===== src/rtl/rtc_field_editor.sv =====
// rtc_field_editor: cursor-driven BCD time-field editor with a two-phase RTC bus write.
// Ports:
//   clk, reset                 clock and synchronous active-high reset
//   enable                     editor active; low returns to idle
//   up/down/left/right         single-cycle edit and navigation pulses
//   preset, preset_bus         load all shadow fields (field 0 in the MSBs)
//   bus_ack                    bus driver accepted the current phase
//   bus_req, a_d, bus_dout     phase request, phase select (0 addr / 1 data), phase payload
//   cursor, field_values       selected field and shadow register contents
//   busy, done, err            write in flight, write-complete pulse, timeout-abort pulse
module rtc_field_editor #(
    parameter int unsigned          NFIELDS   = 3,
    parameter int unsigned          CW        = 2,
    parameter logic [8*NFIELDS-1:0] MAX_LIST  = {8'h23, 8'h59, 8'h59},
    parameter logic [8*NFIELDS-1:0] ADDR_LIST = {8'h43, 8'h42, 8'h41},
    parameter int unsigned          TIMEOUT   = 255
) (
    input  logic                   clk,
    input  logic                   reset,
    input  logic                   enable,
    input  logic                   up,
    input  logic                   down,
    input  logic                   left,
    input  logic                   right,
    input  logic                   preset,
    input  logic [8*NFIELDS-1:0]   preset_bus,
    input  logic                   bus_ack,
    output logic                   bus_req,
    output logic                   a_d,
    output logic [7:0]             bus_dout,
    output logic [CW-1:0]          cursor,
    output logic [8*NFIELDS-1:0]   field_values,
    output logic                   busy,
    output logic                   done,
    output logic                   err
);

    localparam int unsigned TW      = 16;
    localparam logic [TW-1:0] TO_LAST = TW'(TIMEOUT - 1);

    typedef enum logic [1:0] {S_IDLE, S_SEL, S_ADDR, S_DATA} state_e;

    state_e         state_q, state_d;
    logic [CW-1:0]  cursor_q, cursor_d;
    logic [7:0]     shadow_q [NFIELDS];
    logic [7:0]     shadow_d [NFIELDS];
    logic [TW-1:0]  cnt_q, cnt_d;
    logic           bus_req_q, bus_req_d;
    logic           a_d_q, a_d_d;
    logic [7:0]     bus_dout_q, bus_dout_d;
    logic           busy_q, busy_d;
    logic           done_q, done_d;
    logic           err_q, err_d;
    logic           to_sel_c;

    logic [7:0]     max_a    [NFIELDS];
    logic [7:0]     addr_a   [NFIELDS];
    logic [7:0]     preset_a [NFIELDS];

    // Unpack per-field constants and buses; field 0 sits in the MSBs.
    for (genvar g = 0; g < NFIELDS; g++) begin : g_unpack
        assign max_a[g]    = MAX_LIST[8*(NFIELDS-1-g) +: 8];
        assign addr_a[g]   = ADDR_LIST[8*(NFIELDS-1-g) +: 8];
        assign preset_a[g] = preset_bus[8*(NFIELDS-1-g) +: 8];
        assign field_values[8*(NFIELDS-1-g) +: 8] = shadow_q[g];
    end

    function automatic logic [7:0] bcd_inc(input logic [7:0] v, input logic [7:0] mx);
        if (v == mx)             return 8'h00;
        else if (v[3:0] == 4'd9) return {v[7:4] + 4'd1, 4'd0};
        else                     return {v[7:4], v[3:0] + 4'd1};
    endfunction

    function automatic logic [7:0] bcd_dec(input logic [7:0] v, input logic [7:0] mx);
        if (v == 8'h00)          return mx;
        else if (v[3:0] == 4'd0) return {v[7:4] - 4'd1, 4'd9};
        else                     return {v[7:4], v[3:0] - 4'd1};
    endfunction

    // Malformed or out-of-range preset values collapse to zero.
    function automatic logic [7:0] bcd_clip(input logic [7:0] v, input logic [7:0] mx);
        if (v[7:4] > 4'd9 || v[3:0] > 4'd9 || v > mx) return 8'h00;
        else                                           return v;
    endfunction

    // Next-state and registered-output logic.
    always_comb begin
        state_d    = state_q;
        cursor_d   = cursor_q;
        shadow_d   = shadow_q;
        cnt_d      = cnt_q;
        bus_req_d  = bus_req_q;
        a_d_d      = a_d_q;
        bus_dout_d = bus_dout_q;
        busy_d     = busy_q;
        done_d     = 1'b0;
        err_d      = 1'b0;
        to_sel_c   = 1'b0;

        if (preset && (state_q == S_IDLE || state_q == S_SEL)) begin
            for (int i = 0; i < NFIELDS; i++) begin
                shadow_d[i] = bcd_clip(preset_a[i], max_a[i]);
            end
        end

        if (!enable) begin
            // Abandon any transaction silently; shadows are kept.
            state_d    = S_IDLE;
            bus_req_d  = 1'b0;
            a_d_d      = 1'b0;
            bus_dout_d = 8'h00;
            busy_d     = 1'b0;
            cnt_d      = '0;
        end else begin
            case (state_q)
                S_IDLE: begin
                    state_d  = S_SEL;
                    cursor_d = '0;
                end
                S_SEL: begin
                    // A preset cycle carries no button event.
                    if (!preset) begin
                        if (up ^ down) begin
                            shadow_d[cursor_q] = up ? bcd_inc(shadow_q[cursor_q], max_a[cursor_q])
                                                    : bcd_dec(shadow_q[cursor_q], max_a[cursor_q]);
                            state_d    = S_ADDR;
                            bus_req_d  = 1'b1;
                            a_d_d      = 1'b0;
                            bus_dout_d = addr_a[cursor_q];
                            busy_d     = 1'b1;
                            cnt_d      = '0;
                        end else if (!(up & down) && (left ^ right)) begin
                            if (left) begin
                                cursor_d = (cursor_q == '0) ? CW'(NFIELDS - 1) : cursor_q - CW'(1);
                            end else begin
                                cursor_d = (cursor_q == CW'(NFIELDS - 1)) ? '0 : cursor_q + CW'(1);
                            end
                        end
                    end
                end
                S_ADDR: begin
                    if (bus_ack) begin
                        state_d    = S_DATA;
                        a_d_d      = 1'b1;
                        bus_dout_d = shadow_q[cursor_q];
                        cnt_d      = '0;
                    end else if (cnt_q == TO_LAST) begin
                        to_sel_c = 1'b1;
                        err_d    = 1'b1;
                    end else begin
                        cnt_d = cnt_q + TW'(1);
                    end
                end
                S_DATA: begin
                    if (bus_ack) begin
                        to_sel_c = 1'b1;
                        done_d   = 1'b1;
                    end else if (cnt_q == TO_LAST) begin
                        to_sel_c = 1'b1;
                        err_d    = 1'b1;
                    end else begin
                        cnt_d = cnt_q + TW'(1);
                    end
                end
                default: state_d = S_IDLE;
            endcase

            // Common exit from a transaction, whether completed or timed out.
            if (to_sel_c) begin
                state_d    = S_SEL;
                bus_req_d  = 1'b0;
                a_d_d      = 1'b0;
                bus_dout_d = 8'h00;
                busy_d     = 1'b0;
                cnt_d      = '0;
            end
        end
    end

    // State and output registers.
    always_ff @(posedge clk) begin
        if (reset) begin
            state_q    <= S_IDLE;
            cursor_q   <= '0;
            cnt_q      <= '0;
            bus_req_q  <= 1'b0;
            a_d_q      <= 1'b0;
            bus_dout_q <= 8'h00;
            busy_q     <= 1'b0;
            done_q     <= 1'b0;
            err_q      <= 1'b0;
            for (int i = 0; i < NFIELDS; i++) begin
                shadow_q[i] <= 8'h00;
            end
        end else begin
            state_q    <= state_d;
            cursor_q   <= cursor_d;
            cnt_q      <= cnt_d;
            bus_req_q  <= bus_req_d;
            a_d_q      <= a_d_d;
            bus_dout_q <= bus_dout_d;
            busy_q     <= busy_d;
            done_q     <= done_d;
            err_q      <= err_d;
            shadow_q   <= shadow_d;
        end
    end

    assign bus_req  = bus_req_q;
    assign a_d      = a_d_q;
    assign bus_dout = bus_dout_q;
    assign cursor   = cursor_q;
    assign busy     = busy_q;
    assign done     = done_q;
    assign err      = err_q;

endmodule


===== config.mk =====
export PLATFORM = sky130hd
export DESIGN_NAME = rtc_field_editor
export DESIGN_NICKNAME = d
export VERILOG_FILES = /design/src/rtl/rtc_field_editor.sv
export SDC_FILE = /design/constraint.sdc
export NUM_CORES = 1
export LEC_CHECK = 0
export BUFFER_PORTS_ARGS = -buffer_cell sky130_fd_sc_hd__clkbuf_2
export CAP_MARGIN = 0
export CORE_MARGIN = 3
export CORE_UTILIZATION = 25
export DETAILED_ROUTE_END_ITERATION = 8
export SYNTH_ARGS = -nofsm -noshare
export SYNTH_HDL_FRONTEND = slang
export SYNTH_SLANG_ARGS = --single-unit
export TNS_END_PERCENT = 20

===== constraint.sdc =====
create_clock -name clk -period 2.2 [get_ports clk]
set_input_delay 0.33 -clock clk [delete_from_list [all_inputs] [get_ports clk]]
set_output_delay 0.33 -clock clk [all_outputs]
set_load 0.1 [all_outputs]

* After elaboration in Yosys (flattened, before gate mapping)
Cells that the tools add are included.
** Storage, ports and cells
- Register bits after elaboration :: 56
- Bits of input ports :: 33
- Output and inout bits :: 39
** Operators by class
- $add $sub $neg :: 7
- Order comparisons :: 11
- Eq/ne operators :: 16
- Mux-type cells :: 65
- Bitwise gates (word level) :: 8
- Reductions and logical operators :: 31
** Operator list (count)
- 8-bit two-way mux :: 26
- 24-bit two-way mux :: 5
- 16-bit two-way mux :: 5
- 8-bit binary-select mux with 2-bit select :: 3
- 16-bit one-hot mux with 3 select lines :: 1
- 24-bit bitwise mux :: 1
- 4-bit greater-than comparator (second input constant) :: 6
- 2-bit two-way mux :: 9
- 16-bit by 1-bit adder with 16-bit output (second input constant) :: 1
- 8-bit demux with 2-bit select :: 1
- 16-bit by 8-bit == test with 1-bit output (second input constant) :: 1
- 8-bit by 7-bit greater-than comparator with 1-bit output (second input constant) :: 2
- 8-bit one-hot mux with 2 select lines :: 1
- 4-bit AND reduction :: 4
- 1-bit two-way mux :: 9
- 3-bit OR reduction :: 3
- 4-bit by 1-bit adder with 4-bit output (second input constant) :: 2
- 8-bit == test :: 1
- 8-bit by 6-bit greater-than comparator with 1-bit output (second input constant) :: 1
- 8-bit logical NOT :: 1
- 2-bit != test (second input constant) :: 4
- 4-bit by 1-bit subtractor with 4-bit output (second input constant) :: 2
- 1-bit logical OR :: 7
- 2-bit == test (second input constant) :: 3
- 27 further kinds :: 39

* Longest topological paths before layout
Gate-level depths: netlist of run 1.
- Depth in word-level cells :: 17
- Depth in mapped cells :: 11

* Least setup slack after synthesis of run 1
OpenSTA, ideal clock, no wires.
- Kind :: register to register
- Start point :: register cursor_q[1], in the netlist cursor[1]
- End point :: register shadow_q, in the netlist field_values[15]
- Data arrival time :: 2921 ps
- Required time :: 2080 ps
- Path slack :: -841 ps
- Cell stages (with the launch flop) :: 11
- Period minus slack after synthesis :: 3041 ps
- Cell sequence :: dfxtp_1 > buf_6 > mux2i_1 > o21ai_2 > ha_1 > and3_1 > buf_2 > nand3_1 > xnor2_1 > and2_1 > o31a_1
** Between the ends
- Longest elaborated chain between the ends :: 17
** Ends and longest elaborated chain
- start, declared :: RTL line 44 : logic [CW-1:0] cursor_q, cursor_d;
- start signal, assigned :: RTL line 197 : cursor_q <= cursor_d;
- 2-bit inverter with 3-bit output (*) :: RTL line 124, 125
- 8-bit binary-select mux with 2-bit select :: RTL line 124, 125
- 8-bit two-way mux (not written as such) (2 in series) :: RTL line 124, 125
- 4-bit by 1-bit subtractor with 4-bit output, or another cell as far along :: RTL line 76 : else if (v[3:0] == 4'd0) return {v[7:4] - 4'd1, 4'd9};
- 8-bit two-way mux (on tied branches) :: RTL line 76, 70
- 8-bit two-way mux (on tied branches) :: RTL line 75, 69
- 8-bit two-way mux :: RTL line 123 : if (up ^ down) begin
- 8-bit two-way mux :: RTL line 122 : if (!preset) begin
- 8-bit two-way mux :: RTL line 115 : case (state_q)
- 8-bit two-way mux :: RTL line 106 : if (!enable) begin
- 8-bit two-way mux :: RTL line 124 : shadow_d[cursor_q] = up ? bcd_inc(shadow_q[cursor_q], max_a[cursor_q])
- 24-bit bitwise mux (*) :: RTL line 124
- 24-bit two-way mux (*) :: RTL line 123
- 24-bit two-way mux (*) :: RTL line 122
- 24-bit two-way mux (*) :: RTL line 115
- 24-bit two-way mux (*) :: RTL line 106
- end signal, assigned :: RTL line 205 : shadow_q <= shadow_d;
- end, declared :: RTL line 45 : logic [7:0] shadow_q [NFIELDS];
Every way passes the cells marked *; elsewhere a longest branch is shown, timed or not. The select of a mux whose other input is x is not followed.
A chain may end at the register's enable or synchronous reset.

* Worst setup path after layout of run 1
Same ends and word-level chain as after synthesis.

==> results of run 1 <==
## through the flow
| stage | power, mW | hold slack (ns) | area (um^2) | util, % |
|---|---|---|---|---|
| after floorplan | 1.41 | 0.408 | 3530 | - |
| after global placement | 1.57 | 0.462 | 4420 | 33.1 |
| after detailed placement | 1.58 | 0.465 | 4420 | 33.1 |
| after CTS | 2.43 | 0.274 | 4700 | 35.2 |
| after global routing | 2.54 | 0.286 | 4860 | 36.4 |
| final | 2.44 | 0.272 | 4860 | 36.4 |
## power by group
group          switching (mW)  leakage [nW]  internal (mW)
logic                   0.344          1.43          0.191
clock network           0.419        0.0719          0.434
registers              0.0227         0.463           1.03
## synthesized netlist by cell type (all sizes together), types with 2 or more instances
cell type and instances:
dfxtp 56, nor2 44, nand2 34, a21oi 24, a211oi 21, ha 21
o21ai 16, a221oi 15, inv 15, clkbuf 14, nand3 14, mux2i 11
o21a 11, xor2 10, and3 9, a31oi 8, nor3 8, buf 7
xnor2 7, a22oi 6, and2 6, nor4 6, nand4 5, or3 5
a2bb2oi 4, mux2 4, o2bb2ai 4, nor2b 3, o21bai 3, a22o 2
and4 2, nand2b 2, o211ai 2, o31a 2
## cells by family (layout without fill, tap and decap cells)
group                    after synthesis  after routing  share of synthesized area (%)
AO/OA/AOI/OAI                        123            123                           26.4
XOR/XNOR                              17             17                           4.31
adder cells (fa/ha/maj)               21             21                           7.61
buffers and inverters                 36            161                           4.35
flip-flops                            56             56                           32.5
multiplexers                          15             15                           4.60
AND/OR/NAND/NOR                      142            142                           20.2
## registers in the layout, indices dropped and copies added, names as in the netlist, 2 cells and up
name and flops:
bus_dout 8, cnt_q 16, cursor 2, field_values 24, state_q 2
## worst max path at each step
stage / start / endpoint / cells after the start
after floorplan: cursor[1] / field_values[7] / 9
after global placement: cursor[1] / field_values[8] / 10
after detailed placement: cursor[1] / field_values[16] / 10
after CTS: cursor[1] / field_values[3] / 10
after global routing: cursor[1] / field_values[8] / 12
final: cursor[1] / field_values[15] / 11
## area by class of cell
class / count / area (um^2) / area share [%]
Tap cell: 176 / 220 / 4.53
Clock inverter: 3 / 27.5 / 0.567
Sequential cell: 56 / 1150 / 23.7
Timing Repair Buffer: 138 / 881 / 18.1
Inverter: 15 / 56.3 / 1.16
Clock buffer: 5 / 125 / 2.58
Multi-Input combinational cell: 318 / 2400 / 49.3
## per-layer routing
layer / up-vias / wire length, um
met5: - / 0
met1: 1688 / 5280
met3: 11 / 566
met2: 104 / 5130
met4: 0 / 132
li1: 1764 / -
## what timing repair did
action                                 CTS  global route
gates resized for setup                 18            27
setup buffers                            8             4
endpoints found under the hold margin    0             0
pin swaps                               12            10
setup endpoints to repair               21            29
==> results.md, run 1 <==
- Final setup vio count: 24
- Gr ovfl total: 0
- Number of enable flip-flop cells after synthesis: 0
- Seq/Total Area, Yosys: 32.5%
- Pre-CTS WS: -0.117 ns
- Worst skew pair latency: 0.30 ns
- Max clock buf depth: 2
- Clock transition at path regs: 0.08 ns
- PwrDens: between 500 and 600 nW/um^2
- Yosys warns: 0
- TNS Setup: -1.21 ns
- H-tree depth: 2
- CP most frequent cell: buf_6
- Commonest non-fill, non-tap cell in the layout: clkbuf_2
- Drt first-iter violations: roughly 170
- Final hold vios: 0
- Yosys reg bits: 56
- # DRC: 0
- Hold Path Depth: 2
- Fin. max-slew vios: 0
- Worst setup margin: -0.102 ns
- Worst path max stage delay: 0.39 ns
- Layout cell share with drive strength beyond 1: 41.3%
- Syn avg cell area: between 8 and 9 um^2
- WHS Endpoint: err
- Number of fill cells in the layout: 1372
- Syn Nets: between 400 and 500
- Fin crit share: 105%
- Core Box Area: 13300 um^2
- Drt wl/cell: roughly 16 um
- Worst path bufs/invs: 4
- Outcome: finished, violations left
- Mapped cell area: 3450 um^2
- Nets: a little under 600
- WL final: 11.1 mm
- Delay-heaviest family, CP: simple AND/OR/NAND/NOR gates
- GRT Util Overall: between 10 and 15%
- Most Crowded Layer GR: met2
- Reg2Reg Setup Slack: -0.10 ns
- RSZ-0062 raised after global routing: true
- Syn Inst Count: 410
- Fin cells: 711
- Root buf cell: clkbuf_16
- Slowest cell on the critical path: dfxtp_4
- Initial antenna violation count: 0
- Post-route minimum period: about 2.3 ns
- Tightest Pin Transition: 0.575 ns
- Post-CTS Hold Buffers: 0
- CP Capture Type: flop
- Slew headroom: ~62%
- Violated checks: setup timing
- Largest net degree at the start of global routing: 27
- Critical Path Fanout Max: 6
- Worst Setup Path Type: reg -> reg
- Met1 GRT Util: 19.8%
- Crit-path cells: buf_8 > buf_6 > mux2i_2 > o2bb2ai_2 > buf_6 > or3_4 > nand2_4 > a31oi_4 > buf_6 > and2_4 > o31a_1
- Final worst clock skew: 0.00565 ns
- CP Data Required Time: about 2.4 ns
- # rows: 42
- Post-synth top area share: about a third
- Worst Hold Class: in -> reg
- Die width: between 100 and 150 um
- Routability Congestion: 0.885
- RR Startpoint: cursor[1]
- Starting Density: about 26%
- Leakage: 1.97 nW
- TritonCTS clock tree: done
- Port buffer count: 71
- Origin of the worst min-delay path: bus_ack
- CP startpoint kind: flop
- Most frequent cells in the layout: clkbuf_2 (71), buf_4 (62), nor2_1 (44), dfxtp_1 (36), nand2_1 (33)
- Met3 GRT Util: 2.47%
- Reg-to-Reg End: field_values[15]
- Io pins: 72
- CTS buffer count: 5
- Fmax: roughly 430 MHz
- Main area contributors after synthesis: dfxtp_1 (32%), ha_1 (7.6%), nor2_1 (4.8%)
- Dpl cells: a little under 700
- Asr flop ratio synth: 0%
- Ys flop type: dfxtp_1
- Area leader, netlist: dfxtp_1
- R2R cell count: 11
- First-pass GRT wire length: 17.5 mm
- Vias in the first global route: approximately 3500
- Sink Count: 56
- Vias: ~3600
- Arr. time, crit path: approximately 2.5 ns
- VDD IR-drop max: between 0.3 and 0.4 mV
- Die Span Y: 123 um
- N_diodes: 0
- Antenna Nets Post-Route: 0
- Area growth, synth to finish: 40.8%
- M2 GR Usage: 23.7%
- Synth cell types: 59
- Number of max-cap violations: 0
- Total Die Area: 15200 um^2
- Via density: 5.02
- DPL Wire Length: ~8.5 mm
- First-pass detailed-route iteration total: 5
(Power assumes the default switching activity.)
==> run 2, diff against run 1 <==
--- a/config.mk
+++ b/config.mk
@@ -8,8 +8,9 @@
 export BUFFER_PORTS_ARGS = -buffer_cell sky130_fd_sc_hd__clkbuf_2
 export CAP_MARGIN = 0
 export CORE_MARGIN = 3
-export CORE_UTILIZATION = 25
+export CORE_UTILIZATION = 50
 export DETAILED_ROUTE_END_ITERATION = 8
+export PLACE_DENSITY = 0.77
 export SYNTH_ARGS = -nofsm -noshare
 export SYNTH_HDL_FRONTEND = slang
 export SYNTH_SLANG_ARGS = --single-unit
==> results.md, run 2 (synthesis gave the netlist of run 1 again) <==
- Outcome: finished, violations left
- Violated checks: setup timing
- GRT Util Overall: ~29%
- Area growth, synth to finish: 37.0%
- Dpl cells: 590
- Drt wl/cell: 18.8 um
- Final worst clock skew: 0.00764 ns
- Worst skew pair latency: about 0.32 ns
- Fin cells: 609
- Die Span Y: 89.1 um
- Multi-input logic area: 2460 um^2
- RR Startpoint: cursor[1]
- PwrDens: 475 nW/um^2
- Antenna Nets Post-Route: 0
- Metal2 WL: 5.44 mm
- CP startpoint kind: flop
- Post-CTS Hold Buffers: 0
- Worst Setup Path Type: reg -> reg
- Worst setup margin: -0.218 ns
- Max clock buf depth: 2
- Via density: approximately 6.1
- Port buffer count: 71
- WL final: between 10 and 15 mm
- R2R cell count: 11
- Die width: 89.1 um
- Commonest non-fill, non-tap cell in the layout: clkbuf_2
- # rows: 29
- Pre-CTS WS: -0.173 ns
- Worst path bufs/invs: 3
- CTS buffer count: 5
- Reg-to-Reg End: field_values[7]
- Worst Hold Class: in -> reg
- Largest net degree at the start of global routing: 27
- Io pins: 72
- Number of fill cells in the layout: a little under 500
- Vias in the first global route: 3523
- Fin crit share: 110%
- Core Box Area: 6530 um^2
- Root buf cell: clkbuf_8
- Sink Count: 56
- H-tree depth: 2
- Sequential cell area: ~1200 um^2
- First-pass detailed-route iteration total: 5
- Max FFs per register: 24
- RSZ-0062 raised after global routing: true
- Critical Path Start: cursor[1]
- First-pass GRT wire length: 17.8 mm
- N_diodes: 0
- Number of max-cap violations: 0
- Reg2Reg Setup Slack: -0.22 ns
- Post-route minimum period: 2.42 ns
- Gr ovfl total: 0
- CP Data Required Time: 2.41 ns
- Fin. max-slew vios: 0
- VDD IR-drop max: approximately 0.29 mV
- Most frequent cells in the layout: clkbuf_2 (71), buf_4 (58), nor2_1 (43), dfxtp_1 (35), nand2_1 (33)
- Tightest Pin Transition: about 1.0 ns
- Slowest cell on the critical path: dfxtp_4
- Leakage: 1.94 nW
- CP Capture Type: flop
- TNS Setup: -3.51 ns
- Final setup vio count: 24
- Delay-heaviest family, CP: simple AND/OR/NAND/NOR gates
- Initial antenna violation count: 0
- # DRC: 0
- TritonCTS clock tree: done
- Final hold vios: 0
- DPL Wire Length: 7.99 mm
- Nets: 585
- Top layer reached by signal wires: met4
- Layout cell share with drive strength beyond 1: 41.5%
- Starting Density: about 53%
- Worst path max stage delay: around 0.4 ns
- Clock transition at path regs: about 0.11 ns
- Total Die Area: 7930 um^2
- Fmax: 414 MHz
- Slew headroom: 32.1%
- Drt first-iter violations: 223
- Critical path capture point: field_values[7]
- CP most frequent cell: buf_6
- Critical Path Fanout Max: 7
- Routed wire length on met3: approximately 670 um
- Worst path depth: 11
- Routability Congestion: a little under 1
- Crit-path cells: buf_6 > mux2i_2 > nor2_1 > a21oi_2 > inv_2 > or3_1 > nand2_2 > a31oi_4 > buf_6 > and2_4 > o31a_1
- Arr. time, crit path: 2.63 ns
- M1 WL: around 4.9 mm
- Vias: about 3700
==> run 2: cell types whose count changed in the layout (fill, tap and decap cells not counted), sizes merged <==
cell / previous run / this run
buf: 67 / 64
==> run 2: final cells by class <==
class | count | share of cell area (%)
clock inverter | 3 | 0.582
tap | 77 | 2.04
clock buffer | 5 | 1.46
inverter | 15 | 1.19
sequential | 56 | 24.4
multi-input combinational | 318 | 52.0
timing repair buffer | 135 | 18.3
==> run 2: metal layers <==
layer	track usage [%]	up-vias
li1	-	1760
met1	37.7	1788
met2	46.3	152
met3	6.08	40
met4	11.5	0
met5	0	-
==> run 2: worst min path at each step <==
| stage | slack (ns) | depth (start not counted) | from | to |
|---|---|---|---|---|
| 2_1_floorplan | 0.41 | 1 | bus_ack | err |
| 3_3_place_gp | 0.45 | 2 | field_values[22] | field_values[22] |
| 3_5_place_dp | 0.46 | 2 | field_values[22] | field_values[22] |
| 4_1_cts | 0.22 | 2 | bus_ack | err |
| 5_1_grt | 0.23 | 2 | bus_ack | err |
| 6_report | 0.23 | 2 | bus_ack | err |
==> run 2: per-stage QoR <==
| stage | power, mW | util, % | instance area (um^2) | hold slack [ns] |
|---|---|---|---|---|
| after floorplan | 1.41 | - | 3530 | 0.408 |
| after CTS | 2.21 | 71.0 | 4640 | 0.220 |
| final | 2.24 | 72.4 | 4730 | 0.226 |
| after global placement | 1.57 | 65.7 | 4290 | 0.452 |
| after global routing | 2.33 | 72.4 | 4730 | 0.227 |
| after detailed placement | 1.58 | 65.7 | 4290 | 0.461 |
==> run 2: worst register-to-register path, delay by kind of cell, from the launching register on <==
family / cells / cell delay (ns)
DFF: 1 / 0.40
buffers and inverters: 3 / 0.38
AOI/OAI and AO/OA: 3 / 0.58
and+or+nand+nor: 4 / 0.72
muxes: 1 / 0.23
==> run 2: what timing repair did <==
item / CTS / global route
buffers inserted: 11 / 1
setup endpoints to repair: 23 / 30
gates resized for setup: 34 / 18
pin swaps: 14 / 7
==> run 2: power by group <==
part	switching, mW	internal [mW]	leakage [nW]
logic	0.362	0.205	1.43
registers	0.0221	1.03	0.463
clock network	0.387	0.235	0.0463
